## config.mk

```make
export PLATFORM = sky130hd
export DESIGN_NAME = mul32_wt8_seq_flat
export DESIGN_NICKNAME = d
export VERILOG_FILES = /design/src/rtl/mul32_wt8_seq_pkg.sv /design/src/rtl/mul32_wt8_seq_if.sv /design/src/rtl/mul32_wt8_seq_wallace_tree8.sv /design/src/rtl/mul32_wt8_seq.sv /design/src/flat_wrapper.sv
export SDC_FILE = /design/constraint.sdc
export NUM_CORES = 1
export LEC_CHECK = 0
export BUFFER_PORTS_ARGS = -buffer_cell sky130_fd_sc_hd__buf_2
export CAP_MARGIN = 15
export CORE_MARGIN = 8
export CORE_UTILIZATION = 54
export DETAILED_ROUTE_END_ITERATION = 8
export GPL_ROUTABILITY_DRIVEN = 0
export PLACE_DENSITY = 0.72
export SETUP_SLACK_MARGIN = 0.05
export SLEW_MARGIN = 30
export SYNTH_ARGS = -nofsm -noshare
export SYNTH_HDL_FRONTEND = slang
export SYNTH_SLANG_ARGS = --single-unit
```

## constraint.sdc

```tcl
create_clock -name clk -period 9.6 [get_ports clk]
set_input_delay 1.44 -clock clk [delete_from_list [all_inputs] [get_ports clk]]
set_output_delay 1.44 -clock clk [all_outputs]
set_load 0.02 [all_outputs]
```

## src/rtl/mul32_wt8_seq_pkg.sv

```systemverilog
// rtl/mul32_wt8_seq_pkg.sv - shared widths, state encoding and helpers for the sequential multiplier
// Contents: OPW (operand width), STEPS (byte-product steps), STEP_W, state_t, mag().
package mul32_wt8_seq_pkg;

    localparam int OPW    = 32;
    localparam int STEPS  = 16;
    localparam int STEP_W = $clog2(STEPS);

    typedef enum logic [1:0] {
        IDLE = 2'd0,
        CALC = 2'd1,
        FIX  = 2'd2
    } state_t;

    // Magnitude of a signed operand; 0x80000000 maps to itself and is then
    // treated as an unsigned 32-bit value.
    function automatic logic [OPW-1:0] mag(input logic [OPW-1:0] v, input logic is_signed);
        return (is_signed && v[OPW-1]) ? -v : v;
    endfunction

endpackage

```

## src/rtl/mul32_wt8_seq_if.sv

```systemverilog
// rtl/mul32_wt8_seq_if.sv - request/response bundle of the sequential multiplier
// Signals: start, signed_op, a, b, flush (requester -> multiplier);
//          busy, done, result (multiplier -> requester).
interface mul32_wt8_seq_if;
    import mul32_wt8_seq_pkg::*;

    logic                 start;
    logic                 signed_op;
    logic [OPW-1:0]       a;
    logic [OPW-1:0]       b;
    logic                 flush;
    logic                 busy;
    logic                 done;
    logic [2*OPW-1:0]     result;

    modport master (
        output start, signed_op, a, b, flush,
        input  busy, done, result
    );

    modport slave (
        input  start, signed_op, a, b, flush,
        output busy, done, result
    );

endinterface

```

## src/rtl/mul32_wt8_seq_wallace_tree8.sv

```systemverilog
// rtl/mul32_wt8_seq_wallace_tree8.sv - 8x8 unsigned Wallace-tree multiplier (combinational)
// Ports: a_i[7:0], b_i[7:0] operands; p_o[15:0] product.
module wallace_tree8 (
    input  logic [7:0]  a_i,
    input  logic [7:0]  b_i,
    output logic [15:0] p_o
);

    function automatic logic [15:0] csa_sum(input logic [15:0] x, input logic [15:0] y,
                                            input logic [15:0] z);
        return x ^ y ^ z;
    endfunction

    function automatic logic [15:0] csa_carry(input logic [15:0] x, input logic [15:0] y,
                                              input logic [15:0] z);
        return ((x & y) | (x & z) | (y & z)) << 1;
    endfunction

    logic [15:0] pp [8];

    for (genvar k = 0; k < 8; k++) begin : g_pp
        assign pp[k] = b_i[k] ? ({8'b0, a_i} << k) : 16'b0;
    end

    // Reduction 8 -> 6 -> 4 -> 3 -> 2 rows; the product fits in 16 bits so
    // carries shifted out of the top are always zero.
    logic [15:0] s1_s0, s1_c0, s1_s1, s1_c1;
    logic [15:0] s2_s0, s2_c0, s2_s1, s2_c1;
    logic [15:0] s3_s,  s3_c;
    logic [15:0] s4_s,  s4_c;

    assign s1_s0 = csa_sum  (pp[0], pp[1], pp[2]);
    assign s1_c0 = csa_carry(pp[0], pp[1], pp[2]);
    assign s1_s1 = csa_sum  (pp[3], pp[4], pp[5]);
    assign s1_c1 = csa_carry(pp[3], pp[4], pp[5]);

    assign s2_s0 = csa_sum  (s1_s0, s1_c0, s1_s1);
    assign s2_c0 = csa_carry(s1_s0, s1_c0, s1_s1);
    assign s2_s1 = csa_sum  (s1_c1, pp[6], pp[7]);
    assign s2_c1 = csa_carry(s1_c1, pp[6], pp[7]);

    assign s3_s  = csa_sum  (s2_s0, s2_c0, s2_s1);
    assign s3_c  = csa_carry(s2_s0, s2_c0, s2_s1);

    assign s4_s  = csa_sum  (s3_s, s3_c, s2_c1);
    assign s4_c  = csa_carry(s3_s, s3_c, s2_c1);

    assign p_o   = s4_s + s4_c;

endmodule

```

## src/rtl/mul32_wt8_seq.sv

```systemverilog
// rtl/mul32_wt8_seq.sv - 32x32 signed/unsigned multiplier built from one 8x8 multiplier over 16 steps
// Ports: clk, rst (async, active-high);
//        bus (slave): start/signed_op/a/b/flush in, busy/done/result out.
module mul32_wt8_seq
    import mul32_wt8_seq_pkg::*;
(
    input  logic            clk,
    input  logic            rst,
    mul32_wt8_seq_if.slave  bus
);

    state_t              state_q;
    logic [OPW-1:0]      ma_q;
    logic [OPW-1:0]      mb_q;
    logic                sign_q;
    logic [STEP_W-1:0]   step_q;
    logic [2*OPW-1:0]    acc_q;
    logic [2*OPW-1:0]    acc_d;
    logic [2*OPW-1:0]    result_q;
    logic                busy_q;
    logic                done_q;

    // Step k multiplies byte k[3:2] of ma by byte k[1:0] of mb.
    logic [1:0]          i_sel;
    logic [1:0]          j_sel;
    logic [2:0]          byte_pos;
    logic [7:0]          byte_a;
    logic [7:0]          byte_b;
    logic [15:0]         pp;

    assign i_sel    = step_q[3:2];
    assign j_sel    = step_q[1:0];
    assign byte_pos = {1'b0, i_sel} + {1'b0, j_sel};
    assign byte_a   = ma_q[{i_sel, 3'b000} +: 8];
    assign byte_b   = mb_q[{j_sel, 3'b000} +: 8];

    wallace_tree8 u_wt (
        .a_i (byte_a),
        .b_i (byte_b),
        .p_o (pp)
    );

    assign acc_d = acc_q + ({{(2*OPW-16){1'b0}}, pp} << {byte_pos, 3'b000});

    always_ff @(posedge clk or posedge rst) begin
        if (rst) begin
            state_q  <= IDLE;
            ma_q     <= '0;
            mb_q     <= '0;
            sign_q   <= 1'b0;
            step_q   <= '0;
            acc_q    <= '0;
            result_q <= '0;
            busy_q   <= 1'b0;
            done_q   <= 1'b0;
        end else begin
            done_q <= 1'b0;
            case (state_q)
                IDLE: begin
                    if (bus.start && !bus.flush) begin
                        ma_q    <= mag(bus.a, bus.signed_op);
                        mb_q    <= mag(bus.b, bus.signed_op);
                        sign_q  <= bus.signed_op & (bus.a[OPW-1] ^ bus.b[OPW-1]);
                        acc_q   <= '0;
                        step_q  <= '0;
                        busy_q  <= 1'b1;
                        state_q <= CALC;
                    end
                end
                CALC: begin
                    if (bus.flush) begin
                        busy_q  <= 1'b0;
                        state_q <= IDLE;
                    end else begin
                        acc_q  <= acc_d;
                        step_q <= step_q + 1'b1;
                        if (step_q == STEP_W'(STEPS - 1)) begin
                            state_q <= FIX;
                        end
                    end
                end
                FIX: begin
                    busy_q  <= 1'b0;
                    state_q <= IDLE;
                    if (!bus.flush) begin
                        result_q <= sign_q ? -acc_q : acc_q;
                        done_q   <= 1'b1;
                    end
                end
                default: begin
                    busy_q  <= 1'b0;
                    state_q <= IDLE;
                end
            endcase
        end
    end

    assign bus.busy   = busy_q;
    assign bus.done   = done_q;
    assign bus.result = result_q;

endmodule

```

## src/flat_wrapper.sv

```systemverilog
// flat-port wrapper written by rule: the top's interface ports become plain ports
module mul32_wt8_seq_flat import mul32_wt8_seq_pkg::*;
  (clk, rst, bus_start, bus_signed_op, bus_a, bus_b, bus_flush, bus_busy, bus_done, bus_result);
  mul32_wt8_seq_if bus_i ();
  input  logic clk;
  input  logic rst;
  input wire logic [$bits(bus_i.start)-1:0] bus_start;
  input wire logic [$bits(bus_i.signed_op)-1:0] bus_signed_op;
  input wire logic [$bits(bus_i.a)-1:0] bus_a;
  input wire logic [$bits(bus_i.b)-1:0] bus_b;
  input wire logic [$bits(bus_i.flush)-1:0] bus_flush;
  output wire logic [$bits(bus_i.busy)-1:0] bus_busy;
  output wire logic [$bits(bus_i.done)-1:0] bus_done;
  output wire logic [$bits(bus_i.result)-1:0] bus_result;
  assign bus_i.start = bus_start;
  assign bus_i.signed_op = bus_signed_op;
  assign bus_i.a = bus_a;
  assign bus_i.b = bus_b;
  assign bus_i.flush = bus_flush;
  assign bus_busy = bus_i.busy;
  assign bus_done = bus_i.done;
  assign bus_result = bus_i.result;
  mul32_wt8_seq u_core (.clk(clk), .rst(rst), .bus(bus_i));
endmodule
```

==> results.cfg <==
[global_route]
global_route.overflow_total = 0
grt.total_usage = 0.230
grt_max_degree = 134
grt_pass1_vias = 14000
wire_length_of_the_first_global_routing_pass_mm = 69.4
grt_antenna_before_repair = 0

[pwr]
share_clk_of_total_power = 0.189
report.power.total_mw = 5.06
power.share.combinational = 0.592
maximum_vdd_drop_uv = 235
power.sequential.fraction = 0.219
power.internal_mw = 2.69
leakage_nw = 8.35
power.switching_fraction = 0.469
net-switching-power_mw = 2.37
power_density_nw_per_um2 = 282

[clock_network]
clock_tree.htree_level_count = 1
numCtsBuffers = 24
clk_pin_slew_worst_setup_hold_paths_ns = 0.06
ctsHoldBuffers = 0
clk_latency_ns = 0.52
cts_root_buf = sky130_fd_sc_hd__clkbuf_16
postCtsResizedCells = 0
clk_path_buf_depth = 3
cts_post_setup_buffers_inserted = 0
clock_tree_from_tritoncts = done
cts.sinks = 201

[critical_path]
worst_ep_required_time_ns = 9.98
timing.critical_path.to_type = flip-flop
crit_type = reg -> reg
worst_path_max_delay_cell = sky130_fd_sc_hd__dfrtp_1
worst_setup_path_start_kind = flip-flop
worst-path-max-fanout = 13
path_buf_inv = 2
critPathArrivalTime_ns = 9.32
slowest_delay_ns = 0.74
critical_path.top_delay_family = adder cells

[place]
dp.cells = 2366
placement.io_buffers = 134
dpl_worst_slack_ns = 0.837
place_hpwl_mm = 32.1

[floorplanning]
initial_utilization = 0.548
design.portCount = 135
die_outline_area_sq_um = 35900
count_of_standard_cell_rows = 63
chipHeight_um = 189
dieWidth_um = 189
fp.coreArea_sq_um = 29600

[detailed_routing]
route.antenna.remaining_nets = 0
initialDrtViolationCount = 1016
detail_route.first_pass.iterations = 6
routed_wirelength_mm = 42.1
routedWlPerCell_um = 17.5
viasPerCell = 5.88
dr_total_vias = 14200
drc_errors = 0

[yosys]
synth.net_count = 2128
synth-main-ff-cell = sky130_fd_sc_hd__dfrtp_1
synth_edf_count = 0
synthAdderAreaFrac = 0.122
post_synth.cell_area_avg_sq_um = 8.44
yosys.cell_count.top_type = sky130_fd_sc_hd__nand2_1
synth-compound-area-share = 0.201
async_flop_share = 1.00
postSynthRegisterBits = 201
seq_area_frac_synth = 0.310
synthMuxAreaShare = 0.0272
netlist.top_cell.by_area = sky130_fd_sc_hd__dfrtp_1
synthSimpleGateAreaFrac = 0.196
synth_top_family_by_area = compound AO/OA/AOI/OAI gates
synthTopCellsByArea = sky130_fd_sc_hd__dfrtp_1, sky130_fd_sc_hd__o21ai_0, sky130_fd_sc_hd__nand2_1
synth_top_area_frac = 0.310
post_synthesis_cells = 1925
yosysWarnings = 0
post_synth_num_cell_types = 86
synth_xor_area_frac = 0.0997
synth_common_cells = sky130_fd_sc_hd__nand2_1, sky130_fd_sc_hd__o21ai_0, sky130_fd_sc_hd__dfrtp_1, sky130_fd_sc_hd__nor2_1, sky130_fd_sc_hd__xor2_1
netlist_area_before_placement_sq_um = 16200

[timing]
slack_of_the_critical_path_ns = 0.659
final-setup-viol-count = 0
post-route-min-period_ns = 8.94
timing_worst_slew_pin_value_ns = 0.782
max_clock_freq_ghz = 0.112
fin_tns_setup_ns = 0
worst_clock_skew_ns = 0.0116
final-max-slew-violation-count = 0
rsz0062_at_grt = no
timing.final.hold_violations = 0
fin_crit_sh = 0.931
maxSlewHeadroom = 0.479

[cells_and_area]
area_delta_synth_final_pct = 10.4
diodes = 0
nets = 2205
drive_above_1_share = 0.122
instances_no_fill = 2408

[run_status]
run_status = finished, final reports clean

[run]
cap_viol_max_count = 0

[worst_hold_path]
hold_path_class = reg -> reg
[layout make-up]
type / count / area (sq um)
clock inverters: 12 / 151
repair buffers: 146 / 768
well taps: 390 / 488
flip-flops and latches: 201 / 5030
fillers: 2637 / 11700
clock buffers: 30 / 684
inverters: 77 / 302
multi-input cells: 1552 / 10500
[sequential cells by signal (all words and copies together), names as in the netlist]
register           count
u_core.mb_q           32
u_core.step_q          4
u_core.acc_q          64
u_core.state_q         2
u_core.ma_q           32
u_core.sign_q          1
u_core.bus.done        1
u_core.bus.result     64
u_core.bus.busy        1
[layout by cell type, fill, tap and decap left out, drive strengths merged, types with 15 or more instances in the layout]
| master | count |
|---|---|
| clkbuf | 30 |
| o31ai | 38 |
| ha | 93 |
| inv | 77 |
| buf | 146 |
| dfrtp | 201 |
| nor3 | 23 |
| nor2b | 15 |
| nand3 | 23 |
| or3 | 22 |
| mux4 | 16 |
| fa | 41 |
| nand4 | 19 |
| and2 | 58 |
| a21oi | 93 |
| xor2 | 121 |
| o21ai | 251 |
| a21o | 30 |
| xnor2 | 64 |
| nor2 | 122 |
| o21bai | 16 |
| nand2 | 311 |
[worst paths after layout]
check / startpoint / end / slack [ns] / depth (start not counted)
worst max-delay path: u_core.step_q[0] / u_core.acc_q[61] / 0.66 / 29
worst min-delay path: u_core.bus.result[37] / u_core.bus.result[37] / 0.47 / 2
worst max register to register: u_core.step_q[0] / u_core.acc_q[61] / 0.66 / 29
worst min register to register: u_core.bus.result[37] / u_core.bus.result[37] / 0.47 / 2
max in group asynchronous: rst / u_core.sign_q / 7.47 / 3
min in group asynchronous: rst / u_core.bus.result[2] / 0.98 / 2
[layer usage]
layer,track usage,wire [um]
met5,0,0
met4,0.0836,1450
met3,0.0298,2560
met2,0.392,20100
met1,0.296,18000
[power groups by stage]
stage	clock (mW)	combinational, mW	sequential (mW)
floorplan	0	2.20	1.05
global placement	0	2.87	1.12
detailed placement	0	2.93	1.13
CTS	0.978	2.95	1.11
global route	1.01	3.30	1.13
finish	0.957	3.00	1.11
[per-stage QoR]
step,hold slack (ns),utilization,instance area [sq um]
floorplan,0.441,-,16200
global placement,0.457,0.576,17100
detailed placement,0.464,0.576,17100
CTS,0.477,0.605,17900
global route,0.490,0.605,17900
finish,0.468,0.605,17900
[worst register-to-register path, delay by kind of cell, from the launching register on]
| kind | cells | cell delay (ns) |
|---|---|---|
| fa+ha+maj | 6 | 2.76 |
| mux | 1 | 0.67 |
| buf+inv | 2 | 0.10 |
| xor+xnor | 2 | 0.39 |
| flops | 1 | 0.74 |
| compound gates | 11 | 2.49 |
| simple gates | 7 | 1.64 |
[cells by family (layout without fill, tap and decap cells)]
group,count (synthesis),after routing
AND/OR/NAND/NOR,675,675
AO/OA/AOI/OAI,534,534
flip-flops,201,201
XOR/XNOR,185,185
buffers and inverters,172,265
adder cells (fa/ha/maj),134,134
multiplexers,24,24
Power figures use the tool's default switching activity.
